===== config.mk =====
export PLATFORM = sky130hd
export DESIGN_NAME = rc_seq
export DESIGN_NICKNAME = d
export VERILOG_FILES = /design/src/rtl/rnoc_pkg.sv /design/src/rtl/rc_port.sv /design/src/rtl/rc_seq.sv
export SDC_FILE = /design/constraint.sdc
export NUM_CORES = 1
export LEC_CHECK = 0
export CAP_MARGIN = 40
export CORE_ASPECT_RATIO = 1.25
export CORE_UTILIZATION = 37
export CTS_CLUSTER_SIZE = 25
export DETAILED_ROUTE_END_ITERATION = 8
export GPL_ROUTABILITY_DRIVEN = 1
export HOLD_SLACK_MARGIN = 0.1
export PLACE_DENSITY = 0.87
export SLEW_MARGIN = 20
export SYNTH_ARGS = -nofsm -noshare
export SYNTH_HDL_FRONTEND = slang
export SYNTH_SLANG_ARGS = --single-unit

===== constraint.sdc =====
create_clock -name clk -period 1.05 [get_ports clk]
set_input_delay 0.21 -clock clk [delete_from_list [all_inputs] [get_ports clk]]
set_output_delay 0.21 -clock clk [all_outputs]
set_load 0.01 [all_outputs]

===== src/rtl/rnoc_pkg.sv =====
// Shared types and helpers for the mesh router route computation stage.
// Contents: output direction enum, routing mode constants, dimension-order route functions.
// Coordinates are passed zero-extended to CW bits so one function serves every mesh size.
package rnoc_pkg;

    typedef enum logic [2:0] {
        P_LOCAL = 3'd0,
        P_NORTH = 3'd1,
        P_EAST  = 3'd2,
        P_SOUTH = 3'd3,
        P_WEST  = 3'd4
    } port_e;

    localparam int ALGO_XY  = 0;
    localparam int ALGO_YX  = 1;
    localparam int ALGO_ALT = 2;

    localparam int CW = 16;

    // X dimension first; y grows northward.
    function automatic port_e route_xy(input logic [CW-1:0] id_x, input logic [CW-1:0] id_y,
                                       input logic [CW-1:0] dst_x, input logic [CW-1:0] dst_y);
        port_e r;
        if (dst_x > id_x)      r = P_EAST;
        else if (dst_x < id_x) r = P_WEST;
        else if (dst_y > id_y) r = P_NORTH;
        else if (dst_y < id_y) r = P_SOUTH;
        else                   r = P_LOCAL;
        return r;
    endfunction

    // Y dimension first.
    function automatic port_e route_yx(input logic [CW-1:0] id_x, input logic [CW-1:0] id_y,
                                       input logic [CW-1:0] dst_x, input logic [CW-1:0] dst_y);
        port_e r;
        if (dst_y > id_y)      r = P_NORTH;
        else if (dst_y < id_y) r = P_SOUTH;
        else if (dst_x > id_x) r = P_EAST;
        else if (dst_x < id_x) r = P_WEST;
        else                   r = P_LOCAL;
        return r;
    endfunction

endpackage


===== src/rtl/rc_port.sv =====
// Per-input-port route computation: latches a route on a head flit, holds it until the tail fires.
// Ports: clk/rst, router id, flit front status (valid/head/tail/fire), head destination,
//        registered route_valid/route_sel and 1-cycle err_dst/err_proto pulses (1-cycle latency).
module rc_port
    import rnoc_pkg::*;
#(
    parameter int X_SIZE = 4,
    parameter int Y_SIZE = 4,
    parameter int ALGO   = 0,
    parameter int XW     = 2,
    parameter int YW     = 2
) (
    input  logic          clk,
    input  logic          rst,
    input  logic [XW-1:0] id_x,
    input  logic [YW-1:0] id_y,
    input  logic          in_valid,
    input  logic          in_head,
    input  logic          in_tail,
    input  logic          in_fire,
    input  logic [XW-1:0] dst_x,
    input  logic [YW-1:0] dst_y,
    output logic          route_valid,
    output port_e         route_sel,
    output logic          err_dst,
    output logic          err_proto
);

    typedef enum logic {IDLE = 1'b0, ACTIVE = 1'b1} state_e;

    state_e state_q, state_d;
    port_e  route_q, route_d;
    logic   alt_q, alt_d;
    logic   err_dst_d, err_proto_d;
    logic   oob;
    logic   use_yx;
    port_e  route_calc;

    always_ff @(posedge clk) begin
        if (rst) begin
            state_q   <= IDLE;
            route_q   <= P_LOCAL;
            alt_q     <= 1'b0;
            err_dst   <= 1'b0;
            err_proto <= 1'b0;
        end else begin
            state_q   <= state_d;
            route_q   <= route_d;
            alt_q     <= alt_d;
            err_dst   <= err_dst_d;
            err_proto <= err_proto_d;
        end
    end

    always_comb begin
        oob        = (32'(dst_x) >= 32'(X_SIZE)) || (32'(dst_y) >= 32'(Y_SIZE));
        use_yx     = (ALGO == ALGO_YX) || ((ALGO == ALGO_ALT) && alt_q);
        route_calc = use_yx ? route_yx(CW'(id_x), CW'(id_y), CW'(dst_x), CW'(dst_y))
                            : route_xy(CW'(id_x), CW'(id_y), CW'(dst_x), CW'(dst_y));

        state_d     = state_q;
        route_d     = route_q;
        alt_d       = alt_q;
        err_dst_d   = 1'b0;
        err_proto_d = 1'b0;

        case (state_q)
            IDLE: begin
                if (in_valid && in_head) begin
                    state_d   = ACTIVE;
                    // Unroutable destinations drain to the local port.
                    route_d   = oob ? P_LOCAL : route_calc;
                    err_dst_d = oob;
                    if (ALGO == ALGO_ALT) alt_d = ~alt_q;
                end else if (in_valid) begin
                    err_proto_d = 1'b1;
                end
            end
            ACTIVE: begin
                if (in_valid && in_fire && in_tail) begin
                    state_d = IDLE;
                end else if (in_valid && in_head) begin
                    err_proto_d = 1'b1;
                end
            end
            default: state_d = IDLE;
        endcase
    end

    assign route_valid = (state_q == ACTIVE);
    assign route_sel   = route_q;

endmodule


===== src/rtl/rc_seq.sv =====
// Registered route computation for all router input ports (one independent rc_port each).
// Ports: clk/rst, router id, per-port flit status and head destination vectors,
//        per-port route_valid/route_sel (1 cycle after head) and err_dst/err_proto pulses.
module rc_seq
    import rnoc_pkg::*;
#(
    parameter int X_SIZE    = 4,
    parameter int Y_SIZE    = 4,
    parameter int NUM_PORTS = 5,
    parameter int ALGO      = 0,
    localparam int XW = ($clog2(X_SIZE) > 1) ? $clog2(X_SIZE) : 1,
    localparam int YW = ($clog2(Y_SIZE) > 1) ? $clog2(Y_SIZE) : 1
) (
    input  logic                           clk,
    input  logic                           rst,
    input  logic [XW-1:0]                  id_x,
    input  logic [YW-1:0]                  id_y,
    input  logic [NUM_PORTS-1:0]           in_valid,
    input  logic [NUM_PORTS-1:0]           in_head,
    input  logic [NUM_PORTS-1:0]           in_tail,
    input  logic [NUM_PORTS-1:0]           in_fire,
    input  logic [NUM_PORTS-1:0][XW-1:0]   dst_x,
    input  logic [NUM_PORTS-1:0][YW-1:0]   dst_y,
    output logic [NUM_PORTS-1:0]           route_valid,
    output port_e [NUM_PORTS-1:0]          route_sel,
    output logic [NUM_PORTS-1:0]           err_dst,
    output logic [NUM_PORTS-1:0]           err_proto
);

    for (genvar g = 0; g < NUM_PORTS; g++) begin : g_port
        rc_port #(
            .X_SIZE (X_SIZE),
            .Y_SIZE (Y_SIZE),
            .ALGO   (ALGO),
            .XW     (XW),
            .YW     (YW)
        ) u_port (
            .clk         (clk),
            .rst         (rst),
            .id_x        (id_x),
            .id_y        (id_y),
            .in_valid    (in_valid[g]),
            .in_head     (in_head[g]),
            .in_tail     (in_tail[g]),
            .in_fire     (in_fire[g]),
            .dst_x       (dst_x[g]),
            .dst_y       (dst_y[g]),
            .route_valid (route_valid[g]),
            .route_sel   (route_sel[g]),
            .err_dst     (err_dst[g]),
            .err_proto   (err_proto[g])
        );
    end

endmodule


Word-level counts from Yosys, hierarchy flattened
Cells that the tools add are included.
{"block": "totals", "regBits": 25, "latchBits": 0, "ramBits": 0, "romBits": 0, "input_bits": 46, "memories": 0}
{"block": "op_classes", "n_addsub": 0, "n_mul": 0, "div": 0, "n_lt_le_gt_ge": 20, "eq_ne": 0, "shifts": 0, "mux": 55, "n_bitwise": 5, "n_reduce_logical": 20}
{"operator": "$mux W3", "n": 15}
{"operator": "$mux W1", "n": 25}
{"operator": "$gt A2 B2 Y1", "n": 10}
{"operator": "$lt A2 B2 Y1", "n": 10}
{"operator": "$pmux W1 S2", "n": 10}
{"operator": "$logic_and A1 B1 Y1", "n": 15}
{"operator": "$mux W2", "n": 5}
{"operator": "$reduce_and A2 Y1", "n": 5}
{"operator": "$not A1 Y1", "n": 5}

Depth between registers and ports, before layout
Gate-level depths: netlist of run 1.
{"block": "logic_depth", "depth_word": 5, "depth_mapped": 6}

By module
From an unflattened synthesis of run 1, not the netlist that was laid out.
{"block": "hier_totals", "cells_unflattened": 195, "area_unflattened_um2": 1601.5}
{"module": "rc_port", "n_inst": 5, "cells_each": 39, "area_per_inst_um2": 320.3, "seq_area_each_um2": 100.1}

Least setup slack after synthesis of run 1
Ideal clock, no wire load.
{"block": "synth_path", "path_type": "in2reg", "from": "in id_x[1]", "to": "reg g_port[1].u_port.route_q[0]", "setup_time_ns": 0.070, "t_arrival_ns": 1.033, "required_time_ns": 0.980, "setup_slack_ns": -0.053, "cell_stages": 6, "n_path_buf": 0, "cell_sequence": "inv_1 ha_1 nand2b_1 a21oi_4 nand4_1 a21oi_1"}
{"block": "synth_via", "elab_chain_cells": 3, "elab_cells_between_ends": 4, "classes_between": "order compare (2); mux (2)"}
{"item": "from (decl)", "line_no": "rc_seq.sv:16", "text": "input logic [XW-1:0] id_x,"}
{"item": "$lt A2 B2 Y1"}
{"item": "$mux W3", "line_no": "rnoc_pkg.sv:25", "text": "else if (dst_x < id_x) r = P_WEST;"}
{"item": "$mux W3 (*)", "line_no": "rnoc_pkg.sv:24", "text": "if (dst_x > id_x) r = P_EAST;"}
{"item": "to (signal assigned)", "line_no": "rc_port.sv:48", "text": "route_q <= route_d;"}
{"item": "to (decl)", "line_no": "rc_port.sv:32", "text": "port_e route_q, route_d;"}
Every way passes the cells marked *; elsewhere a longest branch is shown, timed or not.
A chain may end at the register's enable or synchronous reset.

Worst setup path after layout of run 1
{"block": "layout_path", "from": "reg g_port[1].u_port.state_q", "to": "reg g_port[1].u_port.route_q[0]"}
{"block": "layout_via", "elab_chain_cells": 2}
{"item": "from (decl)", "line_no": "rc_port.sv:31", "text": "state_e state_q, state_d;"}
{"item": "from (signal assigned)", "line_no": "rc_port.sv:47", "text": "state_q <= state_d;"}
{"item": "$not A1 Y1"}
{"item": "$reduce_and A2 Y1 (no source line)"}
No other way between the ends.

==> results of run 1 <==
## registers in the layout (all words and copies together) (netlist names)
signal                     count
g_port.u_port.route_sel       15
g_port.u_port.err_proto        5
g_port.u_port.route_valid      5
## synth_stat cells (all sizes together)
| master | instances | share of area |
|---|---|---|
| conb | 1 | 0.0023 |
| nor2 | 10 | 0.023 |
| nand3 | 5 | 0.015 |
| nand3b | 5 | 0.061 |
| dfxtp | 25 | 0.30 |
| clkbuf | 1 | 0.0023 |
| nand2b | 5 | 0.019 |
| o211ai | 5 | 0.023 |
| ha | 20 | 0.15 |
| o21ai | 5 | 0.015 |
| buf | 17 | 0.075 |
| a21oi | 30 | 0.13 |
| nor3b | 5 | 0.023 |
| inv | 22 | 0.050 |
| nor3 | 5 | 0.015 |
| nor2b | 5 | 0.019 |
| nand4 | 5 | 0.019 |
| nand2 | 25 | 0.057 |
## where the power goes
part | switching (mW) | internal (mW) | total (mW)
clock network | 0.304 | 0.271 | 0.576
logic | 0.375 | 0.448 | 0.823
registers | 0.0269 | 1.01 | 1.04
## cells by family (layout without fill, tap and decap cells)
| logic type | after synthesis | after routing |
|---|---|---|
| fa+ha+maj | 20 | 20 |
| flops | 25 | 25 |
| buf+inv | 40 | 118 |
| simple gates | 70 | 70 |
| compound gates | 40 | 40 |
| other cells | 1 | 5 |
## final cells by class
type | count | area share
multi-input combinational | 135 | 0.4311
timing repair buffer | 92 | 0.2934
sequential | 25 | 0.1981
inverter | 22 | 0.03396
tap | 56 | 0.02642
clock buffer | 4 | 0.01698
## worst reg2reg max path, stage by stage (launching register included)
cell      delay (ns)
dfxtp_2         0.33
buf_6           0.10
nand3b_4        0.17
a21oi_4         0.14
nand4_1         0.10
a21oi_1         0.13
## final timing paths
path | startpoint | to | slack, ns | depth (start not counted)
max | g_port[1].u_port.route_valid | g_port[1].u_port.route_sel[0] | 0.005 | 5
min | in_valid[2] | g_port[2].u_port.err_proto | 0.29 | 2
max reg2reg | g_port[1].u_port.route_valid | g_port[1].u_port.route_sel[0] | 0.005 | 5
min reg2reg | g_port[1].u_port.route_sel[0] | g_port[1].u_port.route_sel[0] | 0.46 | 2
## metal layers
layer,part of all wire,vias to the layer above,global-route usage
li1,-,808,-
met1,0.39,708,0.1779
met2,0.55,44,0.3484
met3,0.041,8,0.02547
met4,0.017,0,0.06889
met5,0,-,0
## cells in the final DEF (no fill, tap or decap)
master	instances
clkdlybuf4s15_2	5
clkinv_4	1
inv_4	1
nand2_1	25
nand2b_4	5
nor3_2	1
nor2b_1	5
dfxtp_2	20
nor3b_1	4
ha_2	5
clkdlybuf4s50_1	11
conb_1	5
clkbuf_8	3
nor3_1	4
a21oi_1	23
nor2_1	10
ha_1	5
dlymetal6s2s_1	6
ha_4	10
nand3_1	5
buf_2	16
nand4_1	5
clkdlybuf4s15_1	2
dfxtp_1	5
nor3b_2	1
dlygate4sd2_1	25
o211ai_1	5
a21oi_4	5
clkbuf_1	1
a21oi_2	2
buf_12	1
nand3b_4	5
buf_6	4
buf_4	17
o21ai_1	5
clkbuf_2	5
inv_1	20
## through the flow
step | power [mW] | TNS (ns)
final | 2.434 | 0
after CTS | 2.476 | -0.09659
after detailed placement | 1.801 | -10.56
after floorplan | 1.425 | -0.4107
after global routing | 2.577 | -0.1447
after global placement | 1.779 | -9.885
## what timing repair did
item,in CTS,in global routing
setup endpoints to repair,40,39
gates cloned,0,0
buffers inserted,9,2
gates resized for setup,145,45
pin swaps,27,8
==> results by group, run 1 <==
STA
  – F_max: 957.4 MHz
  – Final Hold Vio Count: 0
  – Setup Skew: 0.001691 ns
  – Hold_ws: 0.2901 ns
  – Slew Viols, Final: 0
  – Final setup margin: 0.005477 ns
  – Final period util: 0.9948
  – Crit path time final: 1.045 ns
  – RSZ-0062 raised after global routing: yes
  – Finish-stage setup viols: 0

Yosys
  – Synthesized area per cell: 8.395 um2
  – Dominant combinational cell family by area after synthesis: simple AND/OR/NAND/NOR gates
  – Synthesized instance count: 196
  – Compound-Gate Fraction of Synth Area: 0.1635
  – Synth Area in Simple Gates: 0.2510
  – Synth Cell Area: 1645 um2
  – Synth warn: 0
  – Xor and xnor area share after synthesis: 0
  – Seq/Total Area, Yosys: 0.3042
  – Post-synth cell types: 20
  – Post-Synth Adder-Cell Area: 0.1521
  – Mux contribution to synthesized area: 0
  – Synthesized flop and latch total: 25

Min path
  – HP Class: in -> reg

Floorplan
  – Die ar.: 4719 um2
  – Io pins: 76
  – Core Rows: 26
  – Initial Util: 0.3951
  – Core Region: 4164 um2
  – Die X: 61.65 um
  – Die Y-Extent: 76.56 um

Final layout
  – Area grow syn2layout: 61.22%
  – NumNets Final: 345
  – Filler cells: 397
  – Fraction of layout cells with a size suffix above 1: 0.3849
  – End-of-flow core utilization: 0.6370
  – Non-Filler Instances: 334
  – Design Area, Final: 2653 um2
  – N_diodes: 0
  – Area of the multi-input gates: 1144 um2
  – Sequential standard cell area: 525.5 um2

CTS
  – Clk sinks: 25
  – CTS Buffer Depth: 2
  – Num CTS Buffers: 3
  – CTS root buf: clkbuf_8
  – CTS Hold Bufs: 0
  – Later-pin clock latency in the skew report: 0.27 ns
  – H-tree Lvls: 1
  – Clk slew on worst S/H paths: 0.09 ns
  – CTS tree: done

Route
  – Detail Route Antenna Nets: 0
  – Drt first pass iters: 4
  – Initial DRC count: 33
  – Via/cell ratio: 4.695
  – Drc violations: 0
  – Routed len/inst: 12.63 um
  – Vias: 1568
  – Final WL: 4.218 mm

Placement
  – Post-detail-place hpwl: 3.043 mm
  – Gpl congestion: 0.7041
  – Place WS: -0.6645 ns
  – IO Port Bufs: 70
  – Placed Area: 2422 um2
  – Dpl cells: 322

Worst setup path
  – Startpoint Class: register
  – Critical path class: reg -> reg
  – Arrival @ worst endpoint: 1.25 ns
  – Delay-heaviest family, CP: flip-flops
  – CP endpoint kind: register
  – Slowest cell on crit path: dfxtp_2
  – Worst-path maximum fanout: 4
  – CP bufs+invs: 1
  – Critical path cell sequence: buf_6, nand3b_4, a21oi_4, nand4_1, a21oi_1
  – Crit path required time: 1.25 ns
  – Slowest cell delay on critical path: 0.33 ns

Global routing
  – First-pass GRT wire length: 6.499 mm
  – GRT Util Overall: 0.1799
  – Largest net degree at the start of global routing: 26
  – Vias in the first global route: 1633
  – Initial antenna violation count: 0
  – Congestion Overflow GR: 0

Power and ir drop
  – P per Cell Area: 917.6 nW/um2
  – Leakage Power: 1.242 nW
  – VDD IR-drop max: 624.8 uV

Flow run
  – Max-cap violations: 0

Run status
  – Outcome: finished clean
Power figures use the tool's default switching activity.
==> run 2: changes to the inputs <==
--- a/config.mk
+++ b/config.mk
@@ -13,6 +13,7 @@
 export GPL_ROUTABILITY_DRIVEN = 1
 export HOLD_SLACK_MARGIN = 0.1
 export PLACE_DENSITY = 0.87
+export SKIP_CTS_REPAIR_TIMING = 1
 export SLEW_MARGIN = 20
 export SYNTH_ARGS = -nofsm -noshare
 export SYNTH_HDL_FRONTEND = slang
==> results by group, run 2 (synthesis results as in run 1) <==
Worst setup path
  – Worst Setup SP: dst_y[6]
  – Startpoint Class: primary input
  – Crit path required time: 1.26 ns
  – CP endpoint kind: register
  – Critical path cell sequence: clkdlybuf4s50_1, inv_1, ha_1, o211ai_1, nand4_1, a21oi_1
  – R2R Path End: g_port[2].u_port.route_sel[1]
  – Delay-heaviest family, CP: buffers and inverters
  – CP bufs+invs: 2
  – Slowest cell delay on critical path: 0.45 ns
  – Critical path class: in -> reg
  – Arrival @ worst endpoint: 1.33 ns
  – Reg2reg path depth: 5
  – Critical Path Stages: 6
  – Internal reg-to-reg setup slack: -0.02 ns
  – Critical Path Sink: g_port[3].u_port.route_sel[0]
  – Slowest cell on crit path: clkdlybuf4s50_1
  – Critical R2R Launch: g_port[2].u_port.route_valid
  – Worst-path maximum fanout: 1

CTS
  – Later-pin clock latency in the skew report: 0.27 ns
  – CTS Buffer Depth: 2
  – Num CTS Buffers: 3
  – CTS root buf: clkbuf_8
  – H-tree Lvls: 1
  – CTS tree: done
  – Clk sinks: 25
  – Clk slew on worst S/H paths: 0.09 ns

Route
  – Routed wl met3: 175 um
  – Vias: 1549
  – WL met2: 2.455 mm
  – Detail Route Antenna Nets: 0
  – Routed len/inst: 12.85 um
  – Final WL: 4.267 mm
  – Via/cell ratio: 4.666
  – Drc violations: 0
  – Met1 Routed Length: 1.599 mm
  – Initial DRC count: 30
  – Drt first pass iters: 4
  – DR top layer: met4

Final layout
  – Area grow syn2layout: 73.84%
  – N_diodes: 0
  – Fraction of layout cells with a size suffix above 1: 0.2500
  – Design Area, Final: 2860 um2
  – Most common cell after layout, fill and taps aside: dlymetal6s2s_1
  – Non-Filler Instances: 332
  – End-of-flow core utilization: 0.6869
  – NumNets Final: 343
  – Max FFs per register: 15
  – Most frequent cells in the layout: 54 x dlymetal6s2s_1, 24 x nand2_1, 21 x a21oi_1, 20 x dfxtp_1, 15 x clkdlybuf4s50_1

Run status
  – Outcome: finished with violations
  – Failing checks: setup timing

STA
  – F_max: 891.0 MHz
  – Finish-stage setup viols: 5
  – Final Hold Vio Count: 0
  – Crit path time final: 1.122 ns
  – RSZ-0062 raised after global routing: yes
  – Setup Skew: 0.001233 ns
  – Final period util: 1.069
  – Setup TNS: -0.1334 ns
  – Slew Viols, Final: 0
  – Final setup margin: -0.07232 ns

Power and ir drop
  – Clk network pwr share: 0.232
  – Reg power frac: 0.414
  – P per Cell Area: 868.4 nW/um2
  – VDD IR-drop max: 621.7 uV
  – Psw: 0.7097 mW
  – Net Sw Frac: 0.2857
  – Leakage Power: 1.785 nW
  – Internal: 1.774 mW
  – Gate power share: 0.354

Placement
  – Placed Area: 2422 um2
  – Post-detail-place hpwl: 3.043 mm
  – Dpl cells: 322
  – Gpl congestion: 0.7041
  – IO Port Bufs: 70

Global routing
  – Largest net degree at the start of global routing: 26
  – Initial antenna violation count: 0
  – GRT Util Overall: 0.1623
  – First-pass GRT wire length: 5.913 mm
  – Congestion Overflow GR: 0
  – Vias in the first global route: 1486

Floorplan
  – Die X: 61.65 um
  – Io pins: 76
  – Core Region: 4164 um2
  – Die ar.: 4719 um2
  – Core Rows: 26
  – Initial Util: 0.3951
  – Die Y-Extent: 76.56 um

Min path
  – HP Class: in -> reg

Flow run
  – Max-cap violations: 0
run 2: how the worst min path moves through the flow:
stage / from / to / slack [ns] / cells after the start
floorplan: in_valid[0] / g_port[0].u_port.err_proto / 0.38 / 1
global placement: g_port[4].u_port.route_sel[1] / g_port[4].u_port.route_sel[1] / 0.45 / 2
detailed placement: g_port[2].u_port.route_sel[0] / g_port[2].u_port.route_sel[0] / 0.45 / 2
CTS: g_port[2].u_port.route_sel[0] / g_port[2].u_port.route_sel[0] / 0.46 / 2
global route: in_valid[0] / g_port[0].u_port.err_proto / 0.30 / 2
finish: in_valid[0] / g_port[0].u_port.err_proto / 0.30 / 2
run 2: metal layers:
layer	vias to the layer above	global-route usage
met5	-	0
met1	704	0.1873
li1	800	-
met4	0	0.06444
met3	5	0.02716
met2	40	0.2828
run 2: worst reg2reg max path: cells and delay by family, from the launching register on:
family | cells | cell delay, ns
flip-flops | 1 | 0.33
AND/OR/NAND/NOR | 1 | 0.18
AO/OA/AOI/OAI | 3 | 0.40
buffers and inverters | 1 | 0.11
run 2: layout make-up:
class	count	area (um2)
Clock buffer	4	45.04
Inverter	22	85.08
Timing Repair Buffer	90	1020
Sequential cell	25	506.7
Tap cell	56	70.07
Multi-Input combinational cell	135	1134
Fill cell	353	1304
run 2: through the flow:
stage	setup WS, ns	hold WS [ns]	power [mW]
2_1_floorplan	-0.04619	0.3753	1.425
3_3_place_gp	-0.6342	0.4453	1.779
3_5_place_dp	-0.6645	0.4491	1.801
4_1_cts	-0.3785	0.4611	2.383
5_1_grt	-0.1163	0.2961	2.625
6_report	-0.07232	0.2992	2.484
run 2: power groups by stage:
stage	Sequential, mW	Combinational [mW]	Clock (mW)
finish	1.03	0.879	0.577
global route	1.04	0.958	0.631
CTS	1.02	0.761	0.599
detailed placement	1.05	0.755	0
global placement	1.04	0.735	0
floorplan	1.06	0.360	0
